**config.mk**
```make
export PLATFORM = sky130hd
export DESIGN_NAME = sdram_clk_supervisor
export DESIGN_NICKNAME = d
export VERILOG_FILES = /design/src/rtl/sdram_clk_supervisor.sv
export SDC_FILE = /design/constraint.sdc
export NUM_CORES = 1
export LEC_CHECK = 0
export ABC_AREA = 0
export CAP_MARGIN = 20
export CORE_MARGIN = 2
export CORE_UTILIZATION = 51
export CTS_CLUSTER_SIZE = 24
export DETAILED_ROUTE_END_ITERATION = 10
export GPL_ROUTABILITY_DRIVEN = 0
export HOLD_SLACK_MARGIN = 0.02
export PLACE_DENSITY = 0.74
export SLEW_MARGIN = 10
export SYNTH_ARGS = -nofsm -noshare
export SYNTH_HDL_FRONTEND = slang
export SYNTH_SLANG_ARGS = --single-unit
```
**constraint.sdc**
```tcl
create_clock -name clk -period 1.75 [get_ports clk]
set_clock_uncertainty 0.1 [all_clocks]
set_input_delay 0.175 -clock clk [delete_from_list [all_inputs] [get_ports clk]]
set_output_delay 0.175 -clock clk [all_outputs]
set_load 0.005 [all_outputs]
```
**src/rtl/sdram_clk_supervisor.sv**
```systemverilog
// SDRAM rPLL sequencer: holds the PLL in reset, waits for lock with a timeout,
// qualifies it as stable, then releases the SDRAM-domain reset. Lock loss is retried and eventually latched as a fault.
module sdram_clk_supervisor #(
    parameter int RST_CYCLES    = 24,
    parameter int LOCK_TIMEOUT  = 2400,
    parameter int STABLE_CYCLES = 240,
    parameter int MAX_RETRY     = 3,
    parameter int CNT_W         = 12
) (
    input  logic       clk,
    input  logic       rst,
    input  logic       pll_lock,
    input  logic       relock_req,
    output logic       pll_reset,
    output logic       sdram_rst,
    output logic       clk_ready,
    output logic       fault,
    output logic       lock_lost,
    output logic [1:0] retry_cnt
);

    typedef enum logic [2:0] {RST_PLL, WAIT_LOCK, STABLE, RUN, FAULT} state_t;

    state_t           state, state_nxt;
    logic [CNT_W-1:0] cnt, cnt_nxt;
    logic [1:0]       retry_nxt;
    logic             lock_m, lock_s;
    logic             lost_nxt;
    logic             fail;

    always_comb begin
        state_nxt = state;
        cnt_nxt   = cnt;
        retry_nxt = retry_cnt;
        lost_nxt  = 1'b0;
        fail      = 1'b0;
        // A relock request outranks a coincident timeout or lock drop.
        if (relock_req && (state inside {WAIT_LOCK, STABLE, RUN})) begin
            state_nxt = RST_PLL;
            cnt_nxt   = '0;
        end else begin
            case (state)
                RST_PLL: begin
                    if (cnt == CNT_W'(RST_CYCLES - 1)) begin
                        cnt_nxt   = '0;
                        state_nxt = WAIT_LOCK;
                    end else begin
                        cnt_nxt = cnt + 1'b1;
                    end
                end
                WAIT_LOCK: begin
                    if (lock_s) begin
                        cnt_nxt   = '0;
                        state_nxt = STABLE;
                    end else if (cnt == CNT_W'(LOCK_TIMEOUT - 1)) begin
                        fail = 1'b1;
                    end else begin
                        cnt_nxt = cnt + 1'b1;
                    end
                end
                STABLE: begin
                    // A glitch just restarts the lock wait; it is not a failure.
                    if (!lock_s) begin
                        cnt_nxt   = '0;
                        state_nxt = WAIT_LOCK;
                    end else if (cnt == CNT_W'(STABLE_CYCLES - 1)) begin
                        cnt_nxt   = '0;
                        state_nxt = RUN;
                    end else begin
                        cnt_nxt = cnt + 1'b1;
                    end
                end
                RUN: begin
                    if (!lock_s) begin
                        lost_nxt = 1'b1;
                        fail     = 1'b1;
                    end
                end
                default: ;
            endcase
        end
        if (fail) begin
            cnt_nxt = '0;
            if (retry_cnt < 2'(MAX_RETRY - 1)) begin
                retry_nxt = retry_cnt + 2'd1;
                state_nxt = RST_PLL;
            end else begin
                retry_nxt = 2'(MAX_RETRY);
                state_nxt = FAULT;
            end
        end
    end

    // Outputs are registered from the next state so they switch on the same edge as the state.
    always_ff @(posedge clk) begin
        if (rst) begin
            state     <= RST_PLL;
            cnt       <= '0;
            lock_m    <= 1'b0;
            lock_s    <= 1'b0;
            pll_reset <= 1'b1;
            sdram_rst <= 1'b1;
            clk_ready <= 1'b0;
            fault     <= 1'b0;
            lock_lost <= 1'b0;
            retry_cnt <= 2'd0;
        end else begin
            state     <= state_nxt;
            cnt       <= cnt_nxt;
            lock_m    <= pll_lock;
            lock_s    <= lock_m;
            pll_reset <= (state_nxt == RST_PLL) || (state_nxt == FAULT);
            sdram_rst <= (state_nxt != RUN);
            clk_ready <= (state_nxt == RUN);
            fault     <= (state_nxt == FAULT);
            lock_lost <= lost_nxt;
            retry_cnt <= retry_nxt;
        end
    end

endmodule

```
-- Yosys cells after proc, flatten, opt, wreduce, memory -nomap -nowiden
Index checks and enable logic that the tools add are counted.
- flip-flop bits (word level): 24
- latch bits: 0
- bits in writable memories: 0
- ROM bits: 0
- input bits: 4
- word-level logic and storage cells: 53
- memories kept: 0
- add/subtract/negate cells: 2
- multiply operators: 0
- divide/modulo/power cells: 0
- $lt $le $gt $ge: 1
- equality and inequality tests: 10
- shift-type cells: 0
- muxes and demuxes: 20
- bitwise logic cells: 1
- reduce and logical (&&, ||, !) cells: 9
- operator list (cell ; count):
    $mux 12 ; 5
    $pmux 12 s3 ; 1
    $mux 3 ; 7
    $add 12x1->12 const B ; 1
    $eq 12x12->1 const B ; 1
    $eq 12x5->1 const B ; 1
    $eq 12x8->1 const B ; 1
    $eq 3x2->1 const B ; 3
    $pmux 3 s3 ; 1
    $logic_not 3->1 ; 2
    $reduce_bool 3->1 ; 2
    $reduce_or 3->1 ; 2
    $mux 1 ; 4
    $eq 3x1->1 const B ; 1
    $eq 3x3->1 const B ; 1
    $ne 3x2->1 const B ; 1
    $ne 3x3->1 const B ; 1
    $add 2x1->2 const B ; 1
    $lt 2x2->1 const B ; 1
    $mux 2 ; 1
    $pmux 1 s2 ; 1
    $reduce_and 2->1 ; 1
    $logic_and 1x1->1 ; 1
    $logic_or 1x1->1 ; 1
    $not 1->1 ; 1

-- Logic depth before layout (Yosys ltp)
- word-level depth: 8
- gate-level depth with buffers: 7
- gate-level depth less buffers: 5

-- Least setup slack after synthesis
Ideal clock, no wire load.
- path type: register to register
- start: register cnt[1]
- end: register cnt[10]
- library setup time: 0.125 ns
- data arrival time: 1.660 ns
- required time: 1.525 ns
- path slack: -0.135 ns
- stages on the path, launching flop included: 7
- path buffers: 1
- clock period less this slack: 1.885 ns
- cell sequence: dfxtp_1 ha_1 nor4bb_1 a311oi_1 a211oi_2 buf_6 a211oi_1
- longest elaborated chain between the ends: 6
- elaborated cells between the ends (all ways): 17
- classes of those cells: 1 x add/sub; 4 x eq/ne; 10 x mux; 2 x reduce/logical
- RTL lines (item ; line ; RTL):
    start, declared ; 25 ; logic [CNT_W-1:0] cnt, cnt_nxt;
    start signal, assigned ; 109 ; cnt <= cnt_nxt;
    branches (longest 6 deep; another with $add 12x1->12) ; n/a ;
Parallel ways; which one is timed is not known. The select of a mux whose other input is x is not followed.
A chain may end at the register's enable or synchronous reset.

-- Final worst setup path
- start: register state[1]
- end: register cnt[8]
- longest elaborated chain between the ends: 5
- elaborated cells between the ends (all ways): 13
- classes of those cells: 4 x eq/ne; 3 x mux; 6 x reduce/logical
- RTL lines (item ; line ; RTL):
    start, declared ; 24 ; state_t state, state_nxt;
    start signal, assigned ; 108 ; state <= state_nxt;
    $eq 3x1->1 or $eq 3x2->1 (tied branches) ; 38, 42 ;
    $reduce_bool 3->1 ; 38 ; if (relock_req && (state inside {WAIT_LOCK, STABLE, RUN})) begin
    $logic_and 1x1->1 ; 38 ;
    $mux 1 ; 38 ;
    $reduce_or 3->1 (no line) ; n/a ;
Parallel ways exist; a longest one is shown, timed or not.

==> impl_summary.log <==
[metrics] average vias per placed instance: approximately 6.5
[metrics] die height: approximately 55 um
[metrics] setup slack, reg-to-reg: -0.09 ns
[metrics] GRT Resource Usage Total: approximately 28%
[metrics] area share of the largest cell type after synthesis: a little over a third
[metrics] Site Rows: 18
[metrics] clock buffer depth: 2
[metrics] Worst setup startpoint: state[1]
[metrics] footprint of the flip-flops and latches: 494 um^2
[metrics] Arrival @ worst endpoint: 2.00 ns
[metrics] peak supply drop: roughly 0.00078 V
[metrics] Final Max Tran Viols: 0
[metrics] clock tree sinks: 24
[metrics] Die Area: just over 0.003 mm^2
[metrics] top-level I/O count: 11
[metrics] number of I/O port buffers: 10
[metrics] Post-Syn Area per Cell: approximately 9.5 um^2
[metrics] number of synthesized flops with an enable pin: 0
[metrics] library cell occupying the most area in the post-synthesis netlist: sky130_fd_sc_hd__dfxtp_1
[metrics] final count of negative-setup-slack endpoints: 14
[metrics] sort of element at the end of the critical path: flip-flop
[metrics] buffer type at the clock tree root: sky130_fd_sc_hd__clkbuf_4
[metrics] CP Capture Point: cnt[8]
[metrics] Layout Nets: 190
[metrics] transition time at the pin with the least slew margin: roughly 0.45 ns
[metrics] RSZ-0062 raised after global routing: yes
[metrics] relative max-transition margin: 69.9%
[metrics] post-detailed-route wirelength per cell: about 20 um
[metrics] final hold violation count: 0
[metrics] WP depth: 5
[metrics] post-detailed-route count of antenna-violating nets: 0
[metrics] cell types with the largest area share after synthesis: sky130_fd_sc_hd__dfxtp_1 (36%), sky130_fd_sc_hd__a211oi_2 (8.5%), sky130_fd_sc_hd__o31ai_1 (2.8%)
[metrics] cell family with most CP delay: simple AND/OR/NAND/NOR gates
[metrics] Floorplan Core Area: roughly 0.0025 mm^2
[metrics] crit-path cells: nand4b_1 -> nor4_4 -> buf_4 -> or4_4 -> a211oi_2
[metrics] FF-to-FF End: cnt[8]
[metrics] final setup margin: -0.0947 ns
[metrics] area of all placed cells without fillers: slightly below 0.002 mm^2
[metrics] max-cap check violation count: 0
[metrics] global route total overflow: 0
[metrics] Leakage: 0.725 nW
[metrics] count of different cell masters after synthesis: 45
[metrics] number of remaining DRC errors: 0
[metrics] worst r2r path cells: 5
[metrics] cell area after synthesis: 0.00133 mm^2
[metrics] first-pass GRT wire length: approximately 6.0 mm
[metrics] Synth async-reset ratio: 0%
[metrics] CP required: ~1.9 ns
[metrics] layout-stage area growth over the synthesis result: 49.7%
[metrics] effective utilization at floorplan: a little over half
[metrics] delay contributed by the slowest stage of the critical path: a little over 0.5 ns
[metrics] number of diodes: 0
[metrics] Pwr per Cell Area: between 500 and 600 mW/mm^2
[metrics] top achievable clock speed: 0.542 GHz
[metrics] Bufs and invs on worst path: 1
[metrics] time the worst path needs with I/O delays and setup: about 1.8 ns
[metrics] number of antenna violations at the first check in global routing: 0
[metrics] post-layout power: between 1 and 1.5 mW
[metrics] total clock buffers created by CTS: 3
[metrics] post-route fraction of the period consumed by the critical path: 105%
[metrics] Setup Crit Path Kind: flip-flop to flip-flop
[metrics] clock tree from TritonCTS: yes
[metrics] largest net degree at the start of global routing: 15
[metrics] Ys Warns: 0
[metrics] cell with the largest stage delay on the worst path: sky130_fd_sc_hd__or4_4
[metrics] launch point of the worst reg-to-reg path: state[1]
[metrics] dominant cell by count in the synthesized netlist: sky130_fd_sc_hd__dfxtp_1
[metrics] Min-Delay Path Class: primary input to flip-flop
[metrics] Fill cells: between 100 and 150
[metrics] commonest cells in the netlist: sky130_fd_sc_hd__dfxtp_1 (24), sky130_fd_sc_hd__a211oi_2 (9), sky130_fd_sc_hd__buf_2 (6), sky130_fd_sc_hd__nand2_1 (6), sky130_fd_sc_hd__nor2_1 (6)
[metrics] cell count after synthesis: 140
[metrics] flip-flop cell with the highest count after synthesis: sky130_fd_sc_hd__dfxtp_1
[metrics] number of global-route vias before repair: 1302
[metrics] level count of the clock H-tree: 1
[metrics] Die Wd: approximately 55 um
[metrics] Detailed Route WL: roughly 4.3 mm
[metrics] violated checks: negative setup slack
[metrics] Clk Latency, worst-skew pair: between 0.3 and 0.4 ns
[metrics] total nets after synthesis: ~150
[metrics] element type at the critical path start: flip-flop
[metrics] fraction of final layout cells sized beyond drive strength 1: 48.9%
[metrics] clock slew seen by the registers of the worst setup and hold paths: around 0.15 ns
[metrics] multi-input combinational cell area: 912 um^2
[metrics] DPL Wire Length: 2.36 mm
[metrics] run status: complete, but fails checks
[metrics] via count: 1400
[metrics] CP Max Fanout: 10
[metrics] standard cell area after detailed placement: 0.00167 mm^2
[metrics] final total negative setup slack: -0.944 ns
[metrics] Seq cells post-synth: 24
[metrics] sequential-to-total area share from yosys stat: a little over a third
[metrics] initial detailed-routing violation count: 77
[metrics] iteration count of the initial detailed-routing pass: 4
-- logic make-up after synthesis --
| logic type | after synthesis | share of synthesized area (%) |
|---|---|---|
| AND/OR/NAND/NOR | 63 | 32.3 |
| AO/OA/AOI/OAI | 35 | 22.1 |
| flip-flops | 24 | 36.2 |
| buffers and inverters | 14 | 6.51 |
| XOR/XNOR | 3 | 1.98 |
| adder cells (fa/ha/maj) | 1 | 0.943 |
-- worst min-delay path by stage --
stage              from  slack, ns  cells past startpoint  endpoint
2_1_floorplan       rst       0.15                      1    lock_m
3_3_place_gp     lock_m       0.33                      1    lock_s
3_5_place_dp     lock_m       0.33                      1    lock_s
4_1_cts        pll_lock       0.29                      2    lock_m
5_1_grt        pll_lock       0.28                      2    lock_m
6_report       pll_lock       0.27                      2    lock_m
-- repair_timing --
| item | CTS | global route |
|---|---|---|
| pin swaps | 8 | 7 |
| resized for setup | 21 | 16 |
| hold buffers | 0 | 0 |
| buffers inserted | 5 | 3 |
| gates cloned | 1 | 1 |
| endpoints found under the setup margin | 16 | 18 |
-- layout make-up --
| class | count | share of cell area [%] |
|---|---|---|
| inverter | 4 | 0.756 |
| timing repair buffer | 50 | 23.9 |
| tap | 30 | 1.89 |
| multi-input combinational | 102 | 45.9 |
| sequential | 24 | 24.9 |
| clock buffer | 3 | 1.13 |
| clock inverter | 1 | 1.51 |
-- registers in the layout (all words and copies together) (netlist names) --
register   cells
cnt           12
state          3
retry_cnt      2
clk_ready      1
fault          1
lock_lost      1
lock_m         1
lock_s         1
pll_reset      1
sdram_rst      1
-- metal layers --
layer  wire [um]  vias up  GRT usage [%]
met2        2190       84           46.6
met3         265       12           6.18
met1        1790      673           35.1
met4          95        0           13.0
met5           0        -              0
li1            -      631              -
-- power breakdown --
part	total, mW	switching (mW)	internal, mW
Clock	0.420	0.188	0.232
Combinational	0.0880	0.0364	0.0516
Sequential	0.563	0.00919	0.554
Total	1.07	0.234	0.838
-- stage by stage --
stage | util [%] | setup WS [ns] | hold slack [ns] | std cells
floorplan | - | 0.0196 | 0.147 | 140
global placement | 67.4 | -0.0501 | 0.326 | 200
detailed placement | 67.4 | -0.165 | 0.331 | 200
CTS | 76.4 | -0.00859 | 0.291 | 210
global route | 80.2 | -0.139 | 0.278 | 214
finish | 80.2 | -0.0947 | 0.270 | 214
-- cells in the final DEF (no fill, tap or decap), drive strengths merged, types with 2 or more instances in the layout --
cell type      count
o31ai              6
a31oi              3
and4b              2
dfxtp             24
or3                3
o21ai              7
a21oi              3
nor3               5
or3b               2
nand3              5
inv                4
clkbuf             4
or4                5
nand4              4
buf               38
and3               2
nor4               6
nor3b              2
nand4bb            2
xnor2              3
or2                3
nand2              6
nand4b             2
a211oi            12
nor2               6
clkdlybuf4s50     10
nand2b             2
nor2b              4
Power figures use the tool's default switching activity.
